### config.mk
export PLATFORM = sky130hd
export DESIGN_NAME = modulo_escalonador_rolhas
export DESIGN_NICKNAME = d
export VERILOG_FILES = /design/src/rtl/modulo_escalonador_rolhas_pkg.sv /design/src/rtl/modulo_escalonador_rolhas_borda.sv /design/src/rtl/modulo_escalonador_rolhas.sv
export SDC_FILE = /design/constraint.sdc
export NUM_CORES = 1
export LEC_CHECK = 0
export ABC_AREA = 1
export BUFFER_PORTS_ARGS = -buffer_cell sky130_fd_sc_hd__buf_4
export CAP_MARGIN = 25
export CORE_ASPECT_RATIO = 1.1
export CORE_MARGIN = 2
export CORE_UTILIZATION = 40
export CTS_BUF_LIST = sky130_fd_sc_hd__clkbuf_8 sky130_fd_sc_hd__clkbuf_16
export CTS_CLUSTER_DIAMETER = 200
export DETAILED_ROUTE_END_ITERATION = 10
export HOLD_SLACK_MARGIN = 0.02
export PLACE_DENSITY = 0.67
export SKIP_LAST_GASP = 1
export SYNTH_ARGS = -nofsm -noshare
export SYNTH_HDL_FRONTEND = slang
export SYNTH_SLANG_ARGS = --single-unit
### constraint.sdc
create_clock -name clk -period 2.35 [get_ports clk]
set_input_delay 0.235 -clock clk [delete_from_list [all_inputs] [get_ports clk]]
set_output_delay 0.235 -clock clk [all_outputs]
set_load 0.05 [all_outputs]
### src/rtl/modulo_escalonador_rolhas_pkg.sv
// Shared definitions for the cork-buffer scheduler: state codes, count widths
// and default buffer limits.
package pkg_rolhas;

   localparam int PRI_W = 5;
   localparam int SEC_W = 7;

   localparam int SEC_MAX_DEF  = 99;
   localparam int PRI_MIN_DEF  = 5;
   localparam int XFER_QTY_DEF = 20;

   // Code 2'b11 is deliberately left out; the FSM folds it back to IDLE.
   typedef enum logic [1:0] {
      ST_IDLE     = 2'b00,
      ST_TRANSFER = 2'b01,
      ST_LOAD     = 2'b10
   } estado_t;

endpackage

### src/rtl/modulo_escalonador_rolhas_borda.sv
// Registered rising-edge detector for the operator load button.
module modulo_detector_borda_op (
   input  logic clk,
   input  logic clr,
   input  logic din,
   output logic rise
);

   logic din_q;

   always_ff @(posedge clk or negedge clr) begin
      if (!clr) din_q <= 1'b0;
      else      din_q <= din;
   end

   assign rise = din & ~din_q;

endmodule

### src/rtl/modulo_escalonador_rolhas.sv
// Cork-buffer scheduler: owns principal/secondary counts and serialises
// automatic secondary->principal transfers with operator reloads.
module modulo_escalonador_rolhas
   import pkg_rolhas::*;
#(
   parameter int SEC_MAX  = SEC_MAX_DEF,
   parameter int PRI_MIN  = PRI_MIN_DEF,
   parameter int XFER_QTY = XFER_QTY_DEF
) (
   input  logic             clk,
   input  logic             clr,
   input  logic             enable,
   input  logic             seal_pulse,
   input  logic             op_req,
   input  logic [SEC_W-1:0] op_qty,
   output logic [PRI_W-1:0] pri_count,
   output logic [SEC_W-1:0] sec_count,
   output logic [1:0]       estado,
   output logic             xfer_busy,
   output logic             load_busy,
   output logic             op_reject,
   output logic             ro
);

   localparam int XFER_W = $clog2(XFER_QTY + 1);

   estado_t              state_q, state_d;
   logic                 load_pend_q;
   logic [SEC_W-1:0]     load_rem_q;
   logic [XFER_W-1:0]    xfer_rem_q;
   logic [PRI_W-1:0]     pri_d;
   logic [SEC_W-1:0]     sec_d;
   logic                 op_rise;
   logic [SEC_W:0]       load_sum;
   logic                 req_busy, req_accept, req_refuse;
   logic                 xfer_cond, start_xfer, start_load;
   logic                 xfer_move, load_move;

   modulo_detector_borda_op u_borda (
      .clk  (clk),
      .clr  (clr),
      .din  (op_req),
      .rise (op_rise)
   );

   // Sum kept one bit wider so 99 + 127 cannot wrap into an accept.
   assign load_sum   = {1'b0, sec_count} + {1'b0, op_qty};
   assign req_busy   = load_pend_q || (state_q == ST_LOAD);
   assign req_refuse = op_rise && (req_busy || (load_sum > (SEC_W+1)'(SEC_MAX)));
   assign req_accept = op_rise && !req_busy && (load_sum <= (SEC_W+1)'(SEC_MAX))
                       && (op_qty != '0);

   assign xfer_cond = (pri_count < PRI_W'(PRI_MIN)) && (sec_count >= SEC_W'(XFER_QTY));
   assign xfer_move = (state_q == ST_TRANSFER);
   assign load_move = (state_q == ST_LOAD);

   always_comb begin
      state_d    = state_q;
      start_xfer = 1'b0;
      start_load = 1'b0;
      case (state_q)
         ST_IDLE: begin
            if (enable) begin
               if (xfer_cond) begin
                  state_d    = ST_TRANSFER;
                  start_xfer = 1'b1;
               end else if (load_pend_q) begin
                  state_d    = ST_LOAD;
                  start_load = 1'b1;
               end
            end
         end
         ST_TRANSFER: if (xfer_rem_q <= XFER_W'(1)) state_d = ST_IDLE;
         ST_LOAD:     if (load_rem_q <= SEC_W'(1))  state_d = ST_IDLE;
         default:     state_d = ST_IDLE;
      endcase
   end

   // Single resolution point for the principal count: a seal landing on a
   // transfer cycle cancels that cycle's increment.
   always_comb begin
      pri_d = pri_count;
      if (xfer_move && !seal_pulse)
         pri_d = pri_count + PRI_W'(1);
      else if (!xfer_move && seal_pulse && (pri_count != '0))
         pri_d = pri_count - PRI_W'(1);
   end

   always_comb begin
      sec_d = sec_count;
      if (xfer_move)      sec_d = sec_count - SEC_W'(1);
      else if (load_move) sec_d = sec_count + SEC_W'(1);
   end

   always_ff @(posedge clk or negedge clr) begin
      if (!clr) begin
         state_q   <= ST_IDLE;
         pri_count <= '0;
         sec_count <= '0;
         op_reject <= 1'b0;
      end else begin
         state_q   <= state_d;
         pri_count <= pri_d;
         sec_count <= sec_d;
         op_reject <= req_refuse;
      end
   end

   always_ff @(posedge clk or negedge clr) begin
      if (!clr) begin
         xfer_rem_q <= '0;
      end else if (start_xfer) begin
         xfer_rem_q <= XFER_W'(XFER_QTY);
      end else if (xfer_move) begin
         xfer_rem_q <= xfer_rem_q - XFER_W'(1);
      end
   end

   // Accept and start are mutually exclusive: accept needs no pending load.
   always_ff @(posedge clk or negedge clr) begin
      if (!clr) begin
         load_pend_q <= 1'b0;
         load_rem_q  <= '0;
      end else if (req_accept) begin
         load_pend_q <= 1'b1;
         load_rem_q  <= op_qty;
      end else begin
         if (start_load) load_pend_q <= 1'b0;
         if (load_move)  load_rem_q  <= load_rem_q - SEC_W'(1);
      end
   end

   assign estado    = state_q;
   assign xfer_busy = xfer_move;
   assign load_busy = load_move;
   assign ro        = (pri_count == '0);

endmodule

# Word-level counts from Yosys, hierarchy flattened
# Cells that the tools add are included.
# totals
in_bits,12
output_inout_bits,18
register_bits,29
wordCells,75
# classes
eq_ne,6
order_cmp,6
n_bitwise,2
n_reduce_logical,23
n_addsub,7
n_mux,23
# ops
operator,n
two-way mux 7 bit,4
two-way mux 5 bit,4
"subtractor 7 x 1 -> 7 bit, second input constant",2
two-way mux 2 bit,5
nonzero test 2 bit,5
"subtractor 5 x 1 -> 5 bit, second input constant",2
two-way mux 1 bit,9
adder 7 x 7 -> 8 bit,1
"greater-than comparator 8 x 7 -> 1 bit, second input constant",1
"less-or-equal comparator 8 x 7 -> 1 bit, second input constant",1
logical AND 1 bit,8
"adder 7 x 1 -> 7 bit, second input constant",1
">= comparator 7 x 5 -> 1 bit, second input constant",1
"less-or-equal comparator 7 x 1 -> 1 bit, second input constant",1
nonzero test 7 bit,1
case mux 2 bit (3 select lines),1
"adder 5 x 1 -> 5 bit, second input constant",1
"less-or-equal comparator 5 x 1 -> 1 bit, second input constant",1
zero test 5 bit,1
"less-than comparator 5 x 3 -> 1 bit, second input constant",1
nonzero test 5 bit,1
"!= test 2 x 1 -> 1 bit, second input constant",2
AND reduction 4 bit,1
zero test 1 bit,3
other kinds (8),9

# Longest topological paths before layout
# Gate-level depths: netlist of run 1.
# logic_depth
ltp_word,7
ltp_mapped,14
ltp_nobuf,14

# Modules after synthesis
# From an unflattened synthesis of run 1, not the netlist that was laid out.
# unflattened
hier_cells,279
area_unflattened_um2,2208.4
# by_module_without_submodules
module,area_each_um2,cells_per_inst,seq_area_each_um2,instances
modulo_escalonador_rolhas,2173.3,276,700.7,1
modulo_detector_borda_op,35.0,3,25.0,1

# Worst setup path before layout of run 1
# Ideal clock, no wire load.
# synth_timing
path_type,register to register
startpoint,reg state_q[0] (netlist: estado[0])
endpoint,reg pri_count[4]
setup_ns,0.079
required_time_ns,2.271
period_less_slack_ns,2.941
path_buffers,0
t_arrival_ns,2.862
stages_incl_launch_ff,12
slack_ns,-0.591
cell_sequence,dfrtp_1 -> ha_1 -> inv_1 -> nor2_1 -> inv_1 -> fa_1 -> nand2_1 -> nand2_1 -> a21oi_1 -> o21ai_0 -> o21ai_0 -> xor2_1
# synth_between
elab_chain_len,5
word_cells_on_any_way,7
cone_classes,1 x eq/ne; 1 x mux; 5 x reduce/logical
# synth_rtl
element,line,source
start: declaration,modulo_escalonador_rolhas.sv:27,"estado_t state_q, state_d;"
start signal: assignment,modulo_escalonador_rolhas.sv:102,state_q <= state_d;
equality test 2 x 1 -> 1 bit (*),modulo_escalonador_rolhas.sv:54,assign xfer_move = (state_q == ST_TRANSFER);
net xfer_busy,modulo_escalonador_rolhas.sv:19,"output logic xfer_busy,"
zero test 1 bit,modulo_escalonador_rolhas.sv:85,else if (!xfer_move && seal_pulse && (pri_count != '0))
logical AND 1 bit (2 in a row),modulo_escalonador_rolhas.sv:85,
nonzero test 2 bit (no line),--,
end signal: assignment,modulo_escalonador_rolhas.sv:103,pri_count <= pri_d;
end: declaration,modulo_escalonador_rolhas.sv:16,"output logic [PRI_W-1:0] pri_count,"
# Mark *: on every way through the listed nets, which the timed path passes. The rest lies on a longest branch.
# A chain may end at the register's enable or synchronous reset.

# Worst setup path after layout of run 1
# layout_timing
startpoint,reg state_q[1] (netlist: estado[1])
endpoint,reg pri_count[4]
# layout_between
elab_chain_len,5
word_cells_on_any_way,7
cone_classes,1 x eq/ne; 1 x mux; 5 x reduce/logical
# layout_rtl
element,line
equality test 2 x 1 -> 1 bit (*),modulo_escalonador_rolhas.sv:54
zero test 1 bit,modulo_escalonador_rolhas.sv:85
logical AND 1 bit (2 in a row),modulo_escalonador_rolhas.sv:85
nonzero test 2 bit (no line),--
# Mark *: on every way between the ends. The rest lies on a longest branch, timed or not.

==> results of run 1 <==
-- Yosys cell counts (2+ instances only) --
master,instances
a21oi_1,14
clkinv_1,2
dfrtp_1,29
fa_1,3
ha_1,22
inv_1,40
nand2_1,63
nand2_2,2
nand3_1,23
nand3_2,5
nand3_4,2
nand4_1,7
nor2_1,17
nor3_1,3
o21ai_0,16
o21ai_2,3
xnor2_1,2
xor2_1,11
-- cells in the final DEF (no fill, tap or decap), drive strengths merged --
cell type / n
nand2: 65
inv: 40
buf: 32
nand3: 30
dfrtp: 29
ha: 22
o21ai: 20
nor2: 17
a21oi: 14
xor2: 11
nand4: 7
clkbuf: 7
nor3: 4
fa: 3
clkinv: 3
or2: 3
xnor2: 2
a31oi: 2
o21a: 1
o31ai: 1
o21bai: 1
nor4: 1
mux2: 1
dlygate4sd3: 1
-- logic make-up after synthesis --
group / after synthesis / synth area share
AOI/OAI and AO/OA: 39 / 0.105
adders and majority gates: 25 / 0.153
and+or+nand+nor: 127 / 0.280
DFF: 29 / 0.330
muxes: 1 / 0.00513
xor gates and xnor gates: 13 / 0.0519
buffers and inverters: 43 / 0.0741
-- per-layer routing --
metal  GRT usage  wire [um]
met4      0.0607         73
met3      0.0442        174
met2       0.292       2220
met5           0          0
met1       0.219       2190
-- area by class of cell --
class                           count  area [um^2]
Clock buffer                        7         96.3
Sequential cell                    29          729
Clock inverter                      1         5.00
Fill cell                         549         2670
Inverter                           42          158
Timing Repair Buffer               33          250
Multi-Input combinational cell    205         1320
Tap cell                           75         93.8
-- worst paths after layout --
path                          startpoint       endpoint
setup / recovery               estado[1]   pri_count[4]
hold / removal                    op_req  u_borda.din_q
setup reg to reg               estado[1]   pri_count[4]
hold reg to reg            u_borda.din_q      op_reject
max in group asynchronous            clr   sec_count[0]
min in group asynchronous            clr  load_rem_q[3]
-- timing repair --
| action | 4_1_cts | 5_1_grt |
|---|---|---|
| hold buffers | 1 | 0 |
| hold endpoints to repair | 29 | 0 |
| buffers inserted | 0 | 0 |
| endpoints found under the setup margin | 0 | 5 |
| gates resized for setup | 0 | 2 |
-- flip-flops by register name (all words and copies together) (netlist names) --
name,flops
sec_count,7
op_reject,1
u_borda.din_q,1
load_pend_q,1
pri_count,5
xfer_rem_q,5
load_rem_q,7
estado,2
-- power breakdown --
group          internal (W)  leakage (nW)  total [W]  switching, W
clock network      0.000264        0.0542   0.000453      0.000189
registers          0.000714         0.354   0.000946      0.000233
logic              0.000807         0.962    0.00226       0.00146
total               0.00178          1.37    0.00366       0.00188
-- per-stage QoR --
step	instances	power, W	hold WS (ns)
4_1_cts	392	0.00370	0.0623
6_report	392	0.00366	0.0726
3_5_place_dp	383	0.00322	0.193
3_3_place_gp	383	0.00320	0.186
5_1_grt	392	0.00400	0.0655
2_1_floorplan	277	0.00266	-0.0606
==> flow_summary.yaml, run 1 <==
cells_and_area:
  drive_gt1_frac: 0.199
  area_growth_pct: 20.8
  final_net_count: 353
  antenna_cells: 0
  fin_util: 0.498
  stdcell_area_um2: 2650
clock_network:
  clock_latency_ns: 0.28
  cts-root-buf: "clkbuf_8"
  clkTransAtPathRegs_ns: 0.06
  cts_tree: "done"
  h-tree-depth: 2
  clock-sinks: 29
  clock_path_buffers: 2
  cts_buffers: 5
die:
  die_area_um2: 6100
  start_util: 0.412
  die_h_um: 81.7
  core_um2: 5330
  io_pins: 30
  die_width_um: 74.6
  row_count: 28
worst_setup_path:
  end_kind: "flop"
  worstPathArrival_ns: 2.37
  crit_fanout: 7
  cp_cell_sequence: "inv_1 > ha_4 > inv_2 > nor2_1 > inv_2 > fa_1 > nand2_1 > nand2_1 > a21oi_1 > o21ai_0 > o21ai_0 > xor2_1"
  start_kind: "flop"
  worst_path_largest_cell_delay_ns: 0.43
  worst-path-buf-inv: 3
  worst-path-stages: 12
  critPathKind: "flop to flop"
  path_delay_family: "adder cells"
  critPathRequiredTime_ns: 2.56
  worst_path_max_delay_cell: "dfrtp_2"
  r2r_slack_ns: 0.19
  rr_worst_depth: 12
sta:
  fin_crit_ns: 2.16
  slew_violations: 0
  tns_ns: 0
  min_period_over_period: 0.920
  rsz0062_at_grt: "no"
  worst_pin_slew_ns: 0.575
  fin_skew_ns: 0.00254
  hold_violations: 0
  fmax_ghz: 0.462
  slew_headroom: 0.617
  fin_ws_ns: 0.188
  setup_viol: 0
synthesis:
  ys_types: 31
  synthTopCellsByArea: "dfrtp_1 (33%), ha_1 (13%), nand2_1 (11%)"
  ys.flop_type: "dfrtp_1"
  ys_seq_area_frac: 0.330
  syn_area_um2: 2200
  async_flop_share: 1.00
  ys_ff_latch: 29
  syn_avg_cell_area_um2: 7.93
  synth_edf_count: 0
  synth-warning-count: 0
  syn-num-nets: 314
  synth_top_cell_area_share: 0.330
  netlist_instances: 277
  yosysTopAreaCell: "dfrtp_1"
placed_design:
  dp_slack_ns: 0.193
  hpwl_mm: 3.73
  io_buffers: 29
  gp_congestion: 0.858
  dpl_cell_area_um2: 2540
routing:
  routed_via_density: 4.84
  wl_per_cell_um: 11.9
  dr.pass1.iters: 4
  post-route-drc-count: 0
  first_iter_violations: 61
  antenna_left: 0
  routed_wl_mm: 4.66
  vias: 1898
grt:
  grt_usage: 0.175
  grt_pass1_vias: 1817
  grt_max_degree: 30
  antenna_found_initial: 0
  gr-total-overflow: 0
  grt_pass1_wl_mm: 8.09
outcome:
  status: "finished clean"
worst_hold_path:
  hold_depth: 1
  hp-class: "primary input to flop"
pwr:
  power_per_cell_area_nw_per_um2: 1380
  power.leakage_nw: 1.37
  irDropWorstVdd_v: 0.000786
run:
  maxCapViolations: 0
(Power assumes the default switching activity.)
==> run 2, diff against run 1 <==
--- a/config.mk
+++ b/config.mk
@@ -15,6 +15,7 @@
 export CTS_CLUSTER_DIAMETER = 200
 export DETAILED_ROUTE_END_ITERATION = 10
 export HOLD_SLACK_MARGIN = 0.02
+export MAX_ROUTING_LAYER = met4
 export PLACE_DENSITY = 0.67
 export SKIP_LAST_GASP = 1
 export SYNTH_ARGS = -nofsm -noshare
==> flow_summary.yaml, run 2 (synthesis gave the netlist of run 1 again) <==
cells_and_area:
  final_common_cell: "nand2_1"
  drive_gt1_frac: 0.199
  instances_no_fill: 392
  area_growth_pct: 20.8
  final_net_count: 353
  fin_util: 0.498
  reg_top3: "load_rem_q (7), sec_count (7)"
  stdcell_area_um2: 2650
  n_fill_cell: 549
  antenna_cells: 0
  mostFrequentLayoutCells: "nand2_1 (63), inv_1 (38), buf_4 (32), dfrtp_1 (26), nand3_1 (23)"
grt:
  gr-total-overflow: 0
  grt_pass1_vias: 1817
  grt_pass1_wl_mm: 8.09
  antenna_found_initial: 0
  grt_usage: 0.180
  grt_max_degree: 30
sta:
  fmax_ghz: 0.463
  setup_viol: 0
  min_period_over_period: 0.920
  rsz0062_at_grt: "no"
  slew_headroom: 0.617
  fin_ws_ns: 0.189
  hold_violations: 0
  slew_violations: 0
  fin_crit_ns: 2.16
  worst_pin_slew_ns: 0.575
  fin_skew_ns: 0.00252
  tns_ns: 0
placed_design:
  hpwl_mm: 3.73
  dpl_cell_area_um2: 2540
  dp_slack_ns: 0.193
  dp.cells: 383
  io_buffers: 29
  gp_congestion: 0.872
die:
  die_h_um: 81.7
  die_width_um: 74.6
  row_count: 28
  io_pins: 30
  core_um2: 5330
  die_area_um2: 6100
  start_util: 0.412
pwr:
  irDropWorstVdd_v: 0.000786
  power.leakage_nw: 1.37
  power_per_cell_area_nw_per_um2: 1380
clock_network:
  clock_latency_ns: 0.28
  clkTransAtPathRegs_ns: 0.06
  cts-root-buf: "clkbuf_8"
  cts_tree: "done"
  clock_path_buffers: 2
  h-tree-depth: 2
  cts_buffers: 5
  clock-sinks: 29
worst_setup_path:
  crit_fanout: 7
  critPathRequiredTime_ns: 2.56
  end_kind: "flop"
  start_kind: "flop"
  worstPathArrival_ns: 2.37
  critPathKind: "flop to flop"
routing:
  dr.pass1.iters: 4
  first_iter_violations: 61
  wl_per_cell_um: 11.9
  antenna_left: 0
  post-route-drc-count: 0
  routed_via_density: 4.85
  vias: 1903
  routed_wl_mm: 4.67
worst_hold_path:
  hp-class: "primary input to flop"
run:
  maxCapViolations: 0
outcome:
  status: "finished clean"
==> run 2: cell counts in the layout (fill, tap and decap cells not counted) <==
No cell type changed its count.
==> run 2: worst max-delay path: stages (launching register included) <==
cell,delay (ns)
dfrtp_2,0.43
inv_1,0.11
ha_4,0.18
inv_2,0.07
nor2_1,0.15
inv_2,0.10
fa_1,0.41
nand2_1,0.08
nand2_1,0.05
a21oi_1,0.15
o21ai_0,0.11
o21ai_0,0.10
xor2_1,0.15
==> run 2: power breakdown <==
| group | total (W) | switching [W] | internal [W] |
|---|---|---|---|
| clock network | 0.000454 | 0.000189 | 0.000264 |
| registers | 0.000946 | 0.000233 | 0.000714 |
| logic | 0.00226 | 0.00146 | 0.000807 |
==> run 2: worst paths after layout <==
kind                               start  cells past startpoint            end  slack [ns]
min reg2reg                u_borda.din_q                      3      op_reject        0.51
max                            estado[1]                     12   pri_count[4]        0.19
min in group asynchronous            clr                      2  u_borda.din_q        0.41
max in group asynchronous            clr                      2   sec_count[0]        1.62
min                               op_req                      1  u_borda.din_q        0.07
max reg2reg                    estado[1]                     12   pri_count[4]        0.19
==> run 2: repair_timing <==
item / 4_1_cts / 5_1_grt
buffers inserted: 0 / 0
hold endpoints to repair: 29 / 0
endpoints found under the setup margin: 0 / 5
resized for setup: 0 / 2
hold buffers: 1 / 0
==> run 2: stage by stage <==
| step | total power [W] | hold slack, ns |
|---|---|---|
| after floorplan | 0.00266 | -0.0606 |
| after global placement | 0.00320 | 0.186 |
| after detailed placement | 0.00322 | 0.193 |
| after CTS | 0.00370 | 0.0623 |
| after global routing | 0.00400 | 0.0655 |
| final | 0.00366 | 0.0727 |
==> run 2: routing by layer <==
layer / part of all wire / up-vias / GRT usage
li1: - / 983 / -
met4: 0.015 / 0 / 0.0607
met5: 0 / - / -
met1: 0.47 / 874 / 0.219
met3: 0.039 / 9 / 0.0442
met2: 0.48 / 37 / 0.292
==> run 2: area by class of cell <==
type / count / area [um^2] / area share
clock buffers: 7 / 96.3 / 0.0363
clock inverters: 1 / 5.00 / 0.00189
inverters: 42 / 158 / 0.0594
multi-input cells: 205 / 1320 / 0.498
flip-flops and latches: 29 / 729 / 0.275
well taps: 75 / 93.8 / 0.0354
repair buffers: 33 / 250 / 0.0943
==> run 3, diff against run 2 <==
--- a/config.mk
+++ b/config.mk
@@ -16,8 +16,9 @@
 export DETAILED_ROUTE_END_ITERATION = 10
 export HOLD_SLACK_MARGIN = 0.02
 export MAX_ROUTING_LAYER = met4
-export PLACE_DENSITY = 0.67
+export PLACE_DENSITY_LB_ADDON = 0.1
 export SKIP_LAST_GASP = 1
 export SYNTH_ARGS = -nofsm -noshare
 export SYNTH_HDL_FRONTEND = slang
+export SYNTH_HIERARCHICAL = 1
 export SYNTH_SLANG_ARGS = --single-unit
==> flow_summary.yaml, run 3 <==
cells_and_area:
  final_common_cell: "nand2_1"
  area_growth_pct: 19.5
  final_net_count: 354
  drive_gt1_frac: 0.195
  mostFrequentLayoutCells: "nand2_1 (62), inv_1 (42), buf_4 (31), dfrtp_1 (26), nand3_1 (24)"
  reg_top3: "load_rem_q (7), sec_count (7)"
  antenna_cells: 0
placed_design:
  hpwl_mm: 3.78
  gp_congestion: 0.844
  io_buffers: 29
synthesis:
  ys_types: 31
  syn_area_um2: 2210
  synth_edf_count: 0
  synthXorXnorAreaFrac: 0.0516
  async_flop_share: 1.00
  ys_ff_latch: 29
  netlist_instances: 279
  yosysTopAreaCell: "dfrtp_1"
  synthTopCellsByArea: "dfrtp_1 (33%), ha_1 (12%), nand2_1 (11%)"
  ys_seq_area_frac: 0.329
  synth-warning-count: 6
  ys_top_cells_by_count: "nand2_1 (62), inv_1 (43), dfrtp_1 (29)"
  synth.area.mux_share: 0.00510
  synthMostInstantiatedCell: "nand2_1"
  synth_fa_ha_area_frac: 0.152
  synth_top_family_by_area: "simple AND/OR/NAND/NOR gates"
  syn-num-nets: 316
  ys.flop_type: "dfrtp_1"
  syn_avg_cell_area_um2: 7.92
  synth_compound_area_frac: 0.104
  synth_top_cell_area_share: 0.329
  synth_simple_gate_area_frac: 0.280
routing:
  routed_via_density: 4.83
  antenna_left: 0
  vias: 1898
  wl_per_cell_um: 12.2
  routed_wl_mm: 4.81
  post-route-drc-count: 0
  dr.pass1.iters: 4
  first_iter_violations: 91
grt:
  grt_usage: 0.179
  antenna_found_initial: 0
  grt_pass1_vias: 1765
  grt_pass1_wl_mm: 8.22
  gr-total-overflow: 0
  grt_max_degree: 30
die:
  die_h_um: 81.9
  die_area_um2: 6130
  die_width_um: 74.8
  start_util: 0.412
  core_um2: 5360
  io_pins: 30
  row_count: 28
worst_setup_path:
  start_kind: "flop"
  worst_path_largest_cell_delay_ns: 0.41
  worst-path-stages: 13
  cp_cell_sequence: "ha_1 > inv_1 > fa_1 > inv_1 > nand2_1 > nand2_1 > nand3_1 > nand2_1 > nand3_2 > nand3_4 > nand3_4 > nand3_1 > nand3_1"
  critPathKind: "flop to flop"
  worst-path-buf-inv: 2
  worstPathArrival_ns: 2.24
  critPathRequiredTime_ns: 2.51
  reg2reg_from: "sec_count[0]"
  r2r_slack_ns: 0.26
  rr_worst_depth: 13
  path_delay_family: "simple AND/OR/NAND/NOR gates"
  r2r-end: "load_rem_q[5]"
  crit_fanout: 9
  end_kind: "flop"
  endpoint: "load_rem_q[5]"
  worst_path_max_delay_cell: "dfrtp_2"
  startpoint: "sec_count[0]"
pwr:
  switching_power_w: 0.00189
  switching_share: 0.525
  power_per_cell_area_nw_per_um2: 1360
  irDropWorstVdd_v: 0.000748
  p_seq_frac: 0.263
  power.leakage_nw: 1.37
  p_comb_frac: 0.629
  clockPowerShare: 0.108
  power.total_w: 0.00360
  intPower_w: 0.00171
sta:
  tns_ns: 0
  rsz0062_at_grt: "no"
  min_period_over_period: 0.889
  fmax_ghz: 0.479
  slew_violations: 0
  fin_skew_ns: 0.00472
  slew_headroom: 0.606
  setup_viol: 0
  hold_violations: 0
  worst_pin_slew_ns: 0.592
  fin_crit_ns: 2.09
clock_network:
  cts_buffers: 5
  h-tree-depth: 2
  clock_latency_ns: 0.28
  cts_tree: "done"
  cts_setup_buffers: 0
  clock-sinks: 29
  clock_path_buffers: 2
  clkTransAtPathRegs_ns: 0.06
  cts-root-buf: "clkbuf_8"
outcome:
  status: "finished clean"
worst_hold_path:
  hp-class: "primary input to flop"
run:
  maxCapViolations: 0
==> run 3: final cells by class <==
type,count,area (um^2)
repair buffers,32,243
flip-flops and latches,29,729
multi-input cells,204,1320
clock buffers,5,68.8
fillers,552,2720
clock inverters,3,13.8
inverters,45,169
well taps,75,93.8
==> run 3: metal layers <==
layer	vias up	part of all wire	GRT usage
li1	994	-	-
met1	876	0.47	0.228
met2	23	0.49	0.295
met3	5	0.026	0.0344
met4	0	0.0094	0.0429
met5	-	0	-
==> run 3: what timing repair did <==
item	CTS	global route
endpoints found under the setup margin	0	4
gates resized for setup	0	2
endpoints found under the hold margin	29	0
hold buffers	1	0
==> run 3: how the worst min path moves through the flow <==
stage,start,to,slack [ns],cells past startpoint
floorplan,clr,estado[0],-0.06,0
global placement,clr,load_rem_q[0],0.20,1
detailed placement,clr,load_rem_q[1],0.19,1
CTS,op_req,u_borda/din_q,0.06,1
global route,op_req,u_borda/din_q,0.07,1
finish,op_req,u_borda/din_q,0.07,1
==> run 3: power by group through the flow <==
stage          sequential [W]  combinational [W]  clock [W]
3_5_place_dp         0.000957            0.00228          0
5_1_grt              0.000983            0.00253   0.000429
2_1_floorplan         0.00129            0.00138          0
6_report             0.000946            0.00226   0.000388
3_3_place_gp         0.000957            0.00227          0
4_1_cts              0.000950            0.00229   0.000406
==> run 3: kinds of logic after synthesis <==
logic type	Yosys count
muxes	1
xor gates and xnor gates	13
and+or+nand+nor	126
DFF	29
adders and majority gates	25
buffers and inverters	46
AOI/OAI and AO/OA	39
==> run 3: through the flow <==
stage                     worst slack [ns]  area [um^2]  instances  utilization  hold slack (ns)
after floorplan                     0.0395         2220        279            -          -0.0606
after global placement               0.243         2540        384        0.475            0.198
after detailed placement             0.205         2540        384        0.475            0.191
after CTS                            0.197         2640        393        0.492           0.0647
after global routing                0.0157         2640        393        0.492           0.0686
final                                0.260         2640        393        0.492           0.0734
